**config.mk**
```make
export PLATFORM = sky130hd
export DESIGN_NAME = rhythm_note_spawner
export DESIGN_NICKNAME = d
export VERILOG_FILES = /design/src/rtl/rhythm_note_spawner.sv
export SDC_FILE = /design/constraint.sdc
export NUM_CORES = 1
export LEC_CHECK = 0
export BUFFER_PORTS_ARGS = -buffer_cell sky130_fd_sc_hd__clkbuf_2
export CELL_PAD_IN_SITES_DETAIL_PLACEMENT = 1
export CELL_PAD_IN_SITES_GLOBAL_PLACEMENT = 1
export CORE_MARGIN = 8
export CORE_UTILIZATION = 40
export DETAILED_ROUTE_END_ITERATION = 10
export PLACE_DENSITY = 0.82
export SKIP_LAST_GASP = 1
export SLEW_MARGIN = 40
export SYNTH_ARGS = -nofsm -noshare
export SYNTH_HDL_FRONTEND = slang
export SYNTH_SLANG_ARGS = --single-unit
```
**constraint.sdc**
```tcl
create_clock -name i_Clk -period 5.4 [get_ports i_Clk]
set_input_delay 1.08 -clock i_Clk [delete_from_list [all_inputs] [get_ports i_Clk]]
set_output_delay 1.08 -clock i_Clk [all_outputs]
set_load 0.01 [all_outputs]
```
**src/rtl/rhythm_note_spawner.sv**
```systemverilog
// Four-lane falling-note field: spawns rows from an LFSR word on each beat, scrolls, judges hits, keeps score/combo.
// Define RHYTHM_SINGLE_NOTE_EN to reduce each spawned row to the lowest set lane of the pattern.
module rhythm_note_spawner #(
    parameter int unsigned ROWS     = 8,
    parameter int unsigned SONG_LEN = 64,
    parameter int unsigned SCORE_W  = 16
) (
    input  logic                  i_Clk,
    input  logic                  i_Rst,
    input  logic                  i_Start,
    input  logic                  i_Beat,
    input  logic [7:0]            i_Rand,
    input  logic [3:0]            i_Density,
    input  logic [3:0]            i_Hit,
    output logic [4*ROWS-1:0]     o_Field,
    output logic [3:0]            o_Judge_Row,
    output logic                  o_Hit_Pulse,
    output logic                  o_Miss_Pulse,
    output logic [SCORE_W-1:0]    o_Score,
    output logic [7:0]            o_Combo,
    output logic                  o_Busy,
    output logic                  o_Done
);

    localparam int unsigned FW      = 4 * ROWS;
    localparam int unsigned CNT_MAX = (SONG_LEN > ROWS) ? SONG_LEN : ROWS;
    localparam int unsigned CNT_W   = $clog2(CNT_MAX + 1);
    localparam logic [CNT_W-1:0] RUN_LAST   = CNT_W'(SONG_LEN - 1);
    localparam logic [CNT_W-1:0] DRAIN_LAST = CNT_W'(ROWS - 1);

    typedef enum logic [1:0] {
        S_IDLE,
        S_RUN,
        S_DRAIN,
        S_DONE
    } state_e;

    state_e             state_q, state_d;
    logic [FW-1:0]      field_q, field_d;
    logic [SCORE_W-1:0] score_q, score_d;
    logic [7:0]         combo_q, combo_d;
    logic [CNT_W-1:0]   cnt_q, cnt_d;
    logic               hit_pulse_q, hit_pulse_d;
    logic               miss_pulse_q, miss_pulse_d;
    logic               busy_q, busy_d;
    logic               done_q, done_d;

    logic [3:0]         hit_vec;
    logic [3:0]         miss_vec;
    logic [2:0]         hit_cnt;
    logic [3:0]         pattern;
    logic [3:0]         spawn_row;
    logic [3:0]         top_row;
    logic [SCORE_W:0]   score_sum;
    logic [8:0]         combo_sum;

    function automatic logic [2:0] popcount4(input logic [3:0] v);
        popcount4 = 3'(v[0]) + 3'(v[1]) + 3'(v[2]) + 3'(v[3]);
    endfunction

    always_comb begin
        pattern = i_Rand[7:4];
`ifdef RHYTHM_SINGLE_NOTE_EN
        spawn_row = pattern & (~pattern + 4'd1);
`else
        spawn_row = pattern;
`endif
        if (i_Rand[3:0] >= i_Density) begin
            spawn_row = 4'h0;
        end
    end

    always_comb begin
        state_d      = state_q;
        field_d      = field_q;
        score_d      = score_q;
        combo_d      = combo_q;
        cnt_d        = cnt_q;
        hit_pulse_d  = 1'b0;
        miss_pulse_d = 1'b0;
        hit_vec      = '0;
        miss_vec     = '0;
        hit_cnt      = '0;
        top_row      = '0;
        score_sum    = '0;
        combo_sum    = '0;

        case (state_q)
            S_IDLE, S_DONE: begin
                if (i_Start) begin
                    state_d = S_RUN;
                    field_d = '0;
                    score_d = '0;
                    combo_d = '0;
                    cnt_d   = '0;
                end
            end

            S_RUN, S_DRAIN: begin
                // Hits are judged before the beat so a same-cycle hit is never also a miss.
                hit_vec  = i_Hit & field_q[3:0];
                miss_vec = field_q[3:0] & ~hit_vec;
                hit_cnt  = popcount4(hit_vec);

                field_d[3:0] = field_q[3:0] & ~hit_vec;

                score_sum = {1'b0, score_q} + (SCORE_W+1)'(hit_cnt);
                score_d   = score_sum[SCORE_W] ? '1 : score_sum[SCORE_W-1:0];
                combo_sum = {1'b0, combo_q} + 9'(hit_cnt);
                combo_d   = combo_sum[8] ? '1 : combo_sum[7:0];

                hit_pulse_d = |hit_vec;

                if (i_Beat) begin
                    if (|miss_vec) begin
                        combo_d      = '0;
                        miss_pulse_d = 1'b1;
                    end
                    top_row = (state_q == S_RUN) ? spawn_row : 4'h0;
                    field_d = {top_row, field_q[FW-1:4]};

                    if (state_q == S_RUN) begin
                        if (cnt_q == RUN_LAST) begin
                            state_d = S_DRAIN;
                            cnt_d   = '0;
                        end else begin
                            cnt_d = cnt_q + 1'b1;
                        end
                    end else begin
                        if (cnt_q == DRAIN_LAST) begin
                            state_d = S_DONE;
                            cnt_d   = '0;
                        end else begin
                            cnt_d = cnt_q + 1'b1;
                        end
                    end
                end
            end

            default: state_d = S_IDLE;
        endcase

        busy_d = (state_d == S_RUN) || (state_d == S_DRAIN);
        done_d = (state_d == S_DONE);
    end

    always_ff @(posedge i_Clk or negedge i_Rst) begin
        if (!i_Rst) begin
            state_q      <= S_IDLE;
            field_q      <= '0;
            score_q      <= '0;
            combo_q      <= '0;
            cnt_q        <= '0;
            hit_pulse_q  <= 1'b0;
            miss_pulse_q <= 1'b0;
            busy_q       <= 1'b0;
            done_q       <= 1'b0;
        end else begin
            state_q      <= state_d;
            field_q      <= field_d;
            score_q      <= score_d;
            combo_q      <= combo_d;
            cnt_q        <= cnt_d;
            hit_pulse_q  <= hit_pulse_d;
            miss_pulse_q <= miss_pulse_d;
            busy_q       <= busy_d;
            done_q       <= done_d;
        end
    end

    assign o_Field      = field_q;
    assign o_Judge_Row  = field_q[3:0];
    assign o_Hit_Pulse  = hit_pulse_q;
    assign o_Miss_Pulse = miss_pulse_q;
    assign o_Score      = score_q;
    assign o_Combo      = combo_q;
    assign o_Busy       = busy_q;
    assign o_Done       = done_q;

endmodule

```
==> impl_metrics.py, run 1 <==
metrics = {
    "detailed_routing": {
        "wl_um": 10200,
        "drc": 0,
        "vias": 3097,
        "vias_per_cell": 5.66,
        "wl_per_cell_um": 18.6,
        "drt_iter0_drc": 94,
        "firstDrtPassIters": 4,
        "ant_nets": 0,
    },
    "final_layout": {
        "fin_nets": 472,
        "multi_input_area_um2": 1700,
        "final-instance-count-excl-fill": 547,
        "mostFrequentLayoutCell": "clkbuf_2",
        "n_antenna_cell": 0,
        "layout_common_cells": "clkbuf_2, dfrtp_1, nand2_1",
        "area.sequential_um2": 1730,
        "drive_gt1_share_pct": 25.1,
        "postLayoutCoreUtil_pct": 49.0,
        "fillCellCount": 1019,
        "area_delta_synth_final_pct": 18.5,
    },
    "sta": {
        "min_period_ns": 3.92,
        "fmax_mhz": 255,
        "slew_viol_final": 0,
        "fin_skew_ns": 0.00699,
        "finalSetupViolations": 0,
        "tns_ns": 0,
        "hold_violations": 0,
        "rsz0062_at_grt": "no",
        "worst_pin_slew_ns": 0.734,
        "fin_crit_sh_pct": 72.6,
        "max_slew_margin_pct": 50.8,
    },
    "critical_path": {
        "crit_fanout": 13,
        "arrival_ns": 4.19,
        "r2r_setup_slack_ns": 1.86,
        "start_kind": "input pin",
        "reg2regPathDepth": 12,
        "critPathCaptureType": "register",
        "crit_type": "input pin to register",
        "r2r_start": "o_Field[1]$_DFFE_PN0P_",
        "r2r-end": "o_Score[0]$_DFFE_PN0P_",
        "cp.required_ns": 5.67,
    },
    "clock_tree": {
        "clk_pin_slew_worst_paths_ns": 0.08,
        "cts_setup_buffers": 0,
        "cts_resized": 0,
        "root_buffer": "clkbuf_8",
        "numCtsBuffers": 9,
        "ctsHoldBuffers": 0,
        "clk_path_buf_depth": 2,
        "clk_latency_ns": 0.35,
        "cts.sinks": 69,
        "cts_tree": "yes",
        "htree_levels": 3,
    },
    "worst_hold_path": {
        "hold_class": "register to register",
        "min_to": "o_Field[18]$_DFFE_PN0P_",
        "hp-start": "o_Field[18]$_DFFE_PN0P_",
        "hold_path_depth": 1,
    },
    "global_route": {
        "antenna_found_initial": 0,
        "grt_pass1_wl_um": 17100,
        "grt_max_degree": 43,
        "grt_overflow": 0,
        "grt_pass1_vias": 3351,
        "grt_usage_pct": 16.7,
    },
    "synth": {
        "ys_ff_latch": 69,
        "syn-num-nets": 398,
        "synth_area_um2": 3610,
        "async_reset_ff_share_pct": 100,
        "ys_seq_area_share_pct": 47.8,
        "avgSynthCellArea_um2": 10.0,
        "synthXorXnorAreaFrac_pct": 1.46,
        "synth_compound_area_share_pct": 22.6,
        "synth_edf_count": 0,
        "synthAdderAreaFrac_pct": 6.86,
        "muxShareOfSynthArea_pct": 2.22,
        "synthCells": 360,
        "yosysWarnings": 0,
        "synth_simple_gate_area_share_pct": 13.6,
        "ys.flop_type": "dfrtp_1",
        "synth_cell_types": 50,
        "synth_top_family_by_area": "compound AO/OA/AOI/OAI gates",
    },
    "power_and_ir_drop": {
        "p_int_mw": 1.21,
        "power_frac_comb_pct": 37.0,
        "power.switching_uw": 799,
        "p_per_area_nw_per_um2": 469,
        "total_power_mw": 2.01,
        "sw_frac_of_total_pct": 39.8,
        "ir_worst_vdd_mv": 0.228,
        "power_frac_seq_pct": 41.6,
        "p_leak_nw": 2.16,
        "power_frac_clock_pct": 21.3,
    },
    "die": {
        "die_h_um": 111,
        "start_util_pct": 41.4,
        "die_area_um2": 12300,
        "die_w_um": 111,
        "rows": 34,
        "core_region_area_um2": 8720,
        "ios": 84,
    },
    "placed_design": {
        "portBuffers": 83,
        "dpl.hpwl_um": 7310,
        "gp_congestion": 0.817,
        "placedCellCount": 531,
    },
    "outcome": {
        "status": "completed",
    },
    "flow_run": {
        "drv_cap": 0,
    },
}
kinds of logic after synthesis:
group,Yosys count
xor+xnor,6
compound gates,118
fa+ha+maj,18
mux,8
buf+inv,43
simple gates,98
flops,69
how the worst max path moves through the flow:
stage                  start                endpoint  depth (start not counted)
finish              i_Hit[1]  o_Score[0]$_DFFE_PN0P_                         13
global route        i_Hit[1]  o_Score[1]$_DFFE_PN0P_                         13
detailed placement  i_Hit[1]  o_Score[3]$_DFFE_PN0P_                         13
global placement    i_Hit[1]  o_Score[1]$_DFFE_PN0P_                         13
floorplan           i_Hit[1]  o_Score[8]$_DFFE_PN0P_                         12
CTS                 i_Hit[1]  o_Score[3]$_DFFE_PN0P_                         13
registers in the layout, summed over array words and instances, names as in the netlist:
signal        cells
o_Field          32
o_Score          16
o_Combo           8
cnt_q             7
state_q           2
o_Busy            1
o_Done            1
o_Hit_Pulse       1
o_Miss_Pulse      1
power groups by stage:
stage,registers [mW],logic (mW),clock network (mW)
floorplan,0.856,0.421,0
global placement,0.833,0.717,0
detailed placement,0.842,0.750,0
CTS,0.835,0.752,0.440
global route,0.862,0.828,0.461
finish,0.835,0.743,0.428
synth_stat cells (2+ instances only):
cell type | n | area share [%]
xor2_1 | 2 | 0.49
nand2b_1 | 4 | 0.69
a22oi_1 | 2 | 0.42
buf_6 | 2 | 0.62
o21ai_1 | 2 | 0.28
xnor2_1 | 4 | 0.97
nor2_1 | 10 | 1.0
mux2i_1 | 8 | 2.2
buf_4 | 4 | 0.83
o21a_1 | 2 | 0.42
o21ai_0 | 27 | 3.7
a21oi_1 | 26 | 3.6
nand4_1 | 4 | 0.69
inv_1 | 20 | 2.1
dfrtp_1 | 69 | 48
nand2_1 | 39 | 4.1
nor2b_1 | 8 | 1.4
buf_1 | 2 | 0.21
a31oi_1 | 6 | 1.0
a21o_1 | 6 | 1.2
and4_1 | 2 | 0.49
a22o_1 | 31 | 7.5
buf_2 | 3 | 0.42
clkbuf_1 | 12 | 1.2
and3_1 | 7 | 1.2
and2_1 | 3 | 0.52
o22a_1 | 3 | 0.73
ha_1 | 15 | 5.2
nand3_1 | 8 | 1.1
o31ai_1 | 2 | 0.42
fa_1 | 3 | 1.7
nor3_1 | 6 | 0.83
layer usage:
metal	part of all wire, %	GRT usage (%)	vias to the layer above	wire, µm
met5	0	0	-	0
met4	0.75	3.96	0	76
met3	5.6	5.25	6	570
met2	48	27.7	75	4920
met1	45	20.4	1574	4620
li1	-	-	1442	-
cell type report:
| cell class | count | area share [%] |
|---|---|---|
| clock inverters | 6 | 1.46 |
| inverters | 20 | 1.76 |
| clock buffers | 10 | 3.22 |
| repair buffers | 86 | 10.3 |
| well taps | 108 | 3.16 |
| flip-flops and latches | 69 | 40.4 |
| multi-input cells | 248 | 39.7 |
metrics by stage:
stage          hold WS [ns]  worst slack [ns]  cell area [µm²]
2_1_floorplan         0.464              1.44             3610
3_3_place_gp          0.490              1.25             4070
3_5_place_dp          0.517              1.15             4070
4_1_cts               0.530              1.47             4270
5_1_grt               0.558              1.33             4280
6_report              0.530              1.48             4280
worst max-delay path: stages:
cell and delay [ns]:
clkbuf_2 0.09, nand2_1 0.09, fa_1 0.55, inv_1 0.05
ha_1 0.20, ha_1 0.32, inv_1 0.10, fa_1 0.46
nor2b_1 0.29, o221ai_4 0.16, or3_4 0.52, nor2b_1 0.18
o21ai_1 0.11
No activity file was read; power rests on OpenSTA's default activity.
==> run 2, diff against run 1 <==
--- a/config.mk
+++ b/config.mk
@@ -9,9 +9,9 @@
 export CELL_PAD_IN_SITES_DETAIL_PLACEMENT = 1
 export CELL_PAD_IN_SITES_GLOBAL_PLACEMENT = 1
 export CORE_MARGIN = 8
-export CORE_UTILIZATION = 40
+export CORE_UTILIZATION = 37
 export DETAILED_ROUTE_END_ITERATION = 10
-export PLACE_DENSITY = 0.82
+export PLACE_DENSITY = 0.8
 export SKIP_LAST_GASP = 1
 export SLEW_MARGIN = 40
 export SYNTH_ARGS = -nofsm -noshare
==> constraint.sdc (replaced) <==
create_clock -name i_Clk -period 3.5 [get_ports i_Clk]
set_input_delay 0.7 -clock i_Clk [delete_from_list [all_inputs] [get_ports i_Clk]]
set_output_delay 0.7 -clock i_Clk [all_outputs]
set_load 0.01 [all_outputs]
==> impl_metrics.py, run 2 (synthesized netlist as in run 1, its figures left out) <==
metrics = {
    "detailed_routing": {
        "drc": 0,
        "vias": 3167,
        "wl_per_cell_um": 17.4,
        "vias_per_cell": 5.40,
        "firstDrtPassIters": 4,
        "wl_um": 10200,
        "drt_iter0_drc": 141,
        "ant_nets": 0,
    },
    "critical_path": {
        "cp.required_ns": 3.74,
        "start_kind": "register",
        "arrival_ns": 3.57,
        "critPathCaptureType": "register",
        "crit_fanout": 5,
        "crit_type": "register to register",
    },
    "power_and_ir_drop": {
        "power_frac_comb_pct": 36.6,
        "sw_frac_of_total_pct": 38.8,
        "p_leak_nw": 2.23,
        "p_per_area_nw_per_um2": 720,
        "power_frac_clock_pct": 23.4,
        "total_power_mw": 3.20,
        "power.switching_mw": 1.24,
        "power_frac_seq_pct": 40.0,
        "ir_worst_vdd_mv": 0.382,
        "p_int_mw": 1.96,
    },
    "placed_design": {
        "dpl.hpwl_um": 7530,
        "portBuffers": 83,
        "dpl_cell_area_um2": 4220,
        "gp_congestion": 0.796,
    },
    "final_layout": {
        "area.sequential_um2": 1730,
        "layout_common_cells": "clkbuf_2, dfrtp_1, nand2_1",
        "area_delta_synth_final_pct": 23.1,
        "drive_gt1_share_pct": 27.6,
        "mostFrequentLayoutCell": "clkbuf_2",
        "largest_reg_flops": 32,
        "multi_input_area_um2": 1700,
        "fillCellCount": 1150,
        "fin_nets": 487,
        "fin_area_um2": 4440,
        "n_antenna_cell": 0,
    },
    "sta": {
        "max_slew_margin_pct": 60.6,
        "finalSetupViolations": 0,
        "worst_pin_slew_ns": 0.592,
        "min_period_ns": 3.32,
        "rsz0062_at_grt": "no",
        "hold_violations": 0,
        "fin_crit_sh_pct": 95.0,
        "tns_ns": 0,
        "fmax_mhz": 301,
        "slew_viol_final": 0,
        "whs_ns": 0.337,
        "fin_skew_ns": 0.0118,
    },
    "clock_tree": {
        "cts.sinks": 69,
        "numCtsBuffers": 9,
        "cts_setup_buffers": 0,
        "htree_levels": 3,
        "clk_pin_slew_worst_paths_ns": 0.08,
        "clk_latency_ns": 0.35,
        "cts_tree": "yes",
        "root_buffer": "clkbuf_8",
        "clk_path_buf_depth": 2,
        "cts_resized": 0,
        "ctsHoldBuffers": 0,
    },
    "outcome": {
        "status": "completed",
    },
    "global_route": {
        "grt_pass1_vias": 3428,
        "antenna_found_initial": 1,
        "grt_overflow": 0,
        "grt_max_degree": 36,
        "grt_usage_pct": 16.4,
        "grt_pass1_wl_um": 17200,
    },
    "die": {
        "die_h_um": 115,
        "rows": 36,
        "die_w_um": 115,
        "ios": 84,
        "die_area_um2": 13200,
        "core_region_area_um2": 9640,
        "start_util_pct": 37.4,
    },
    "flow_run": {
        "drv_cap": 0,
    },
    "worst_hold_path": {
        "hold_class": "input pin to asynchronous set/reset pin",
    },
}
run 2: cell types whose count changed in the layout (fill, tap and decap cells not counted), sizes merged:
cell,delta
bufinv,+1
clkinv,-5
clkinvlp,+2
inv,+1
buf,+15
run 2: power groups by stage:
stage | sequential, mW | clock [mW] | combinational, mW
2_1_floorplan | 1.32 | 0 | 0.653
3_3_place_gp | 1.27 | 0 | 1.14
3_5_place_dp | 1.29 | 0 | 1.19
4_1_cts | 1.28 | 0.763 | 1.20
5_1_grt | 1.32 | 0.790 | 1.32
6_report | 1.28 | 0.748 | 1.17
run 2: per-stage QoR:
| stage | setup WS (ns) | utilization [%] | std cells |
|---|---|---|---|
| finish | 0.176 | 46.1 | 586 |
| global route | 0.0367 | 46.1 | 586 |
| CTS | 0.178 | 46.1 | 586 |
| detailed placement | -0.188 | 43.8 | 571 |
| global placement | -0.0292 | 43.8 | 571 |
| floorplan | 0.0325 | - | 360 |
run 2: path summary, 6_finish.rpt:
path	slack [ns]	startpoint	cells past startpoint	endpoint
max in group asynchronous	2.40	i_Rst	2	o_Busy$_DFF_PN0_
max reg2reg	0.18	o_Field[1]$_DFFE_PN0P_	13	o_Score[12]$_DFFE_PN0P_
min	0.34	i_Rst	1	o_Combo[5]$_DFFE_PN0P_
max	0.18	o_Field[1]$_DFFE_PN0P_	13	o_Score[12]$_DFFE_PN0P_
min in group i_Clk	0.52	cnt_q[2]$_DFFE_PN0P_	1	cnt_q[2]$_DFFE_PN0P_
min reg2reg	0.52	cnt_q[2]$_DFFE_PN0P_	1	cnt_q[2]$_DFFE_PN0P_
run 2: cell type report:
cell class                 instances  area share [%]
clock inverter                     5            1.89
tap                              133            3.75
inverter                          20            1.69
multi-input combinational        248            38.3
sequential                        69            38.9
timing repair buffer             101            12.4
clock buffer                      10            3.10
run 2: metal layers:
metal / wire length (µm) / up-vias / global-route usage, %
met4: 102 / 2 / 5.25
met5: 13 / - / 0
li1: - / 1476 / -
met1: 4500 / 1596 / 19.8
met2: 4850 / 80 / 26.7
met3: 743 / 13 / 5.78
run 2: critical path, stage by stage, from the launching register on:
cell	delay, ns
dfrtp_1	0.43
nand2_1	0.13
fa_1	0.56
inv_1	0.04
ha_1	0.19
ha_1	0.31
inv_1	0.07
fa_2	0.39
nor2b_2	0.18
o221ai_4	0.12
buf_4	0.17
and2b_1	0.22
a31oi_1	0.09
a311oi_1	0.31
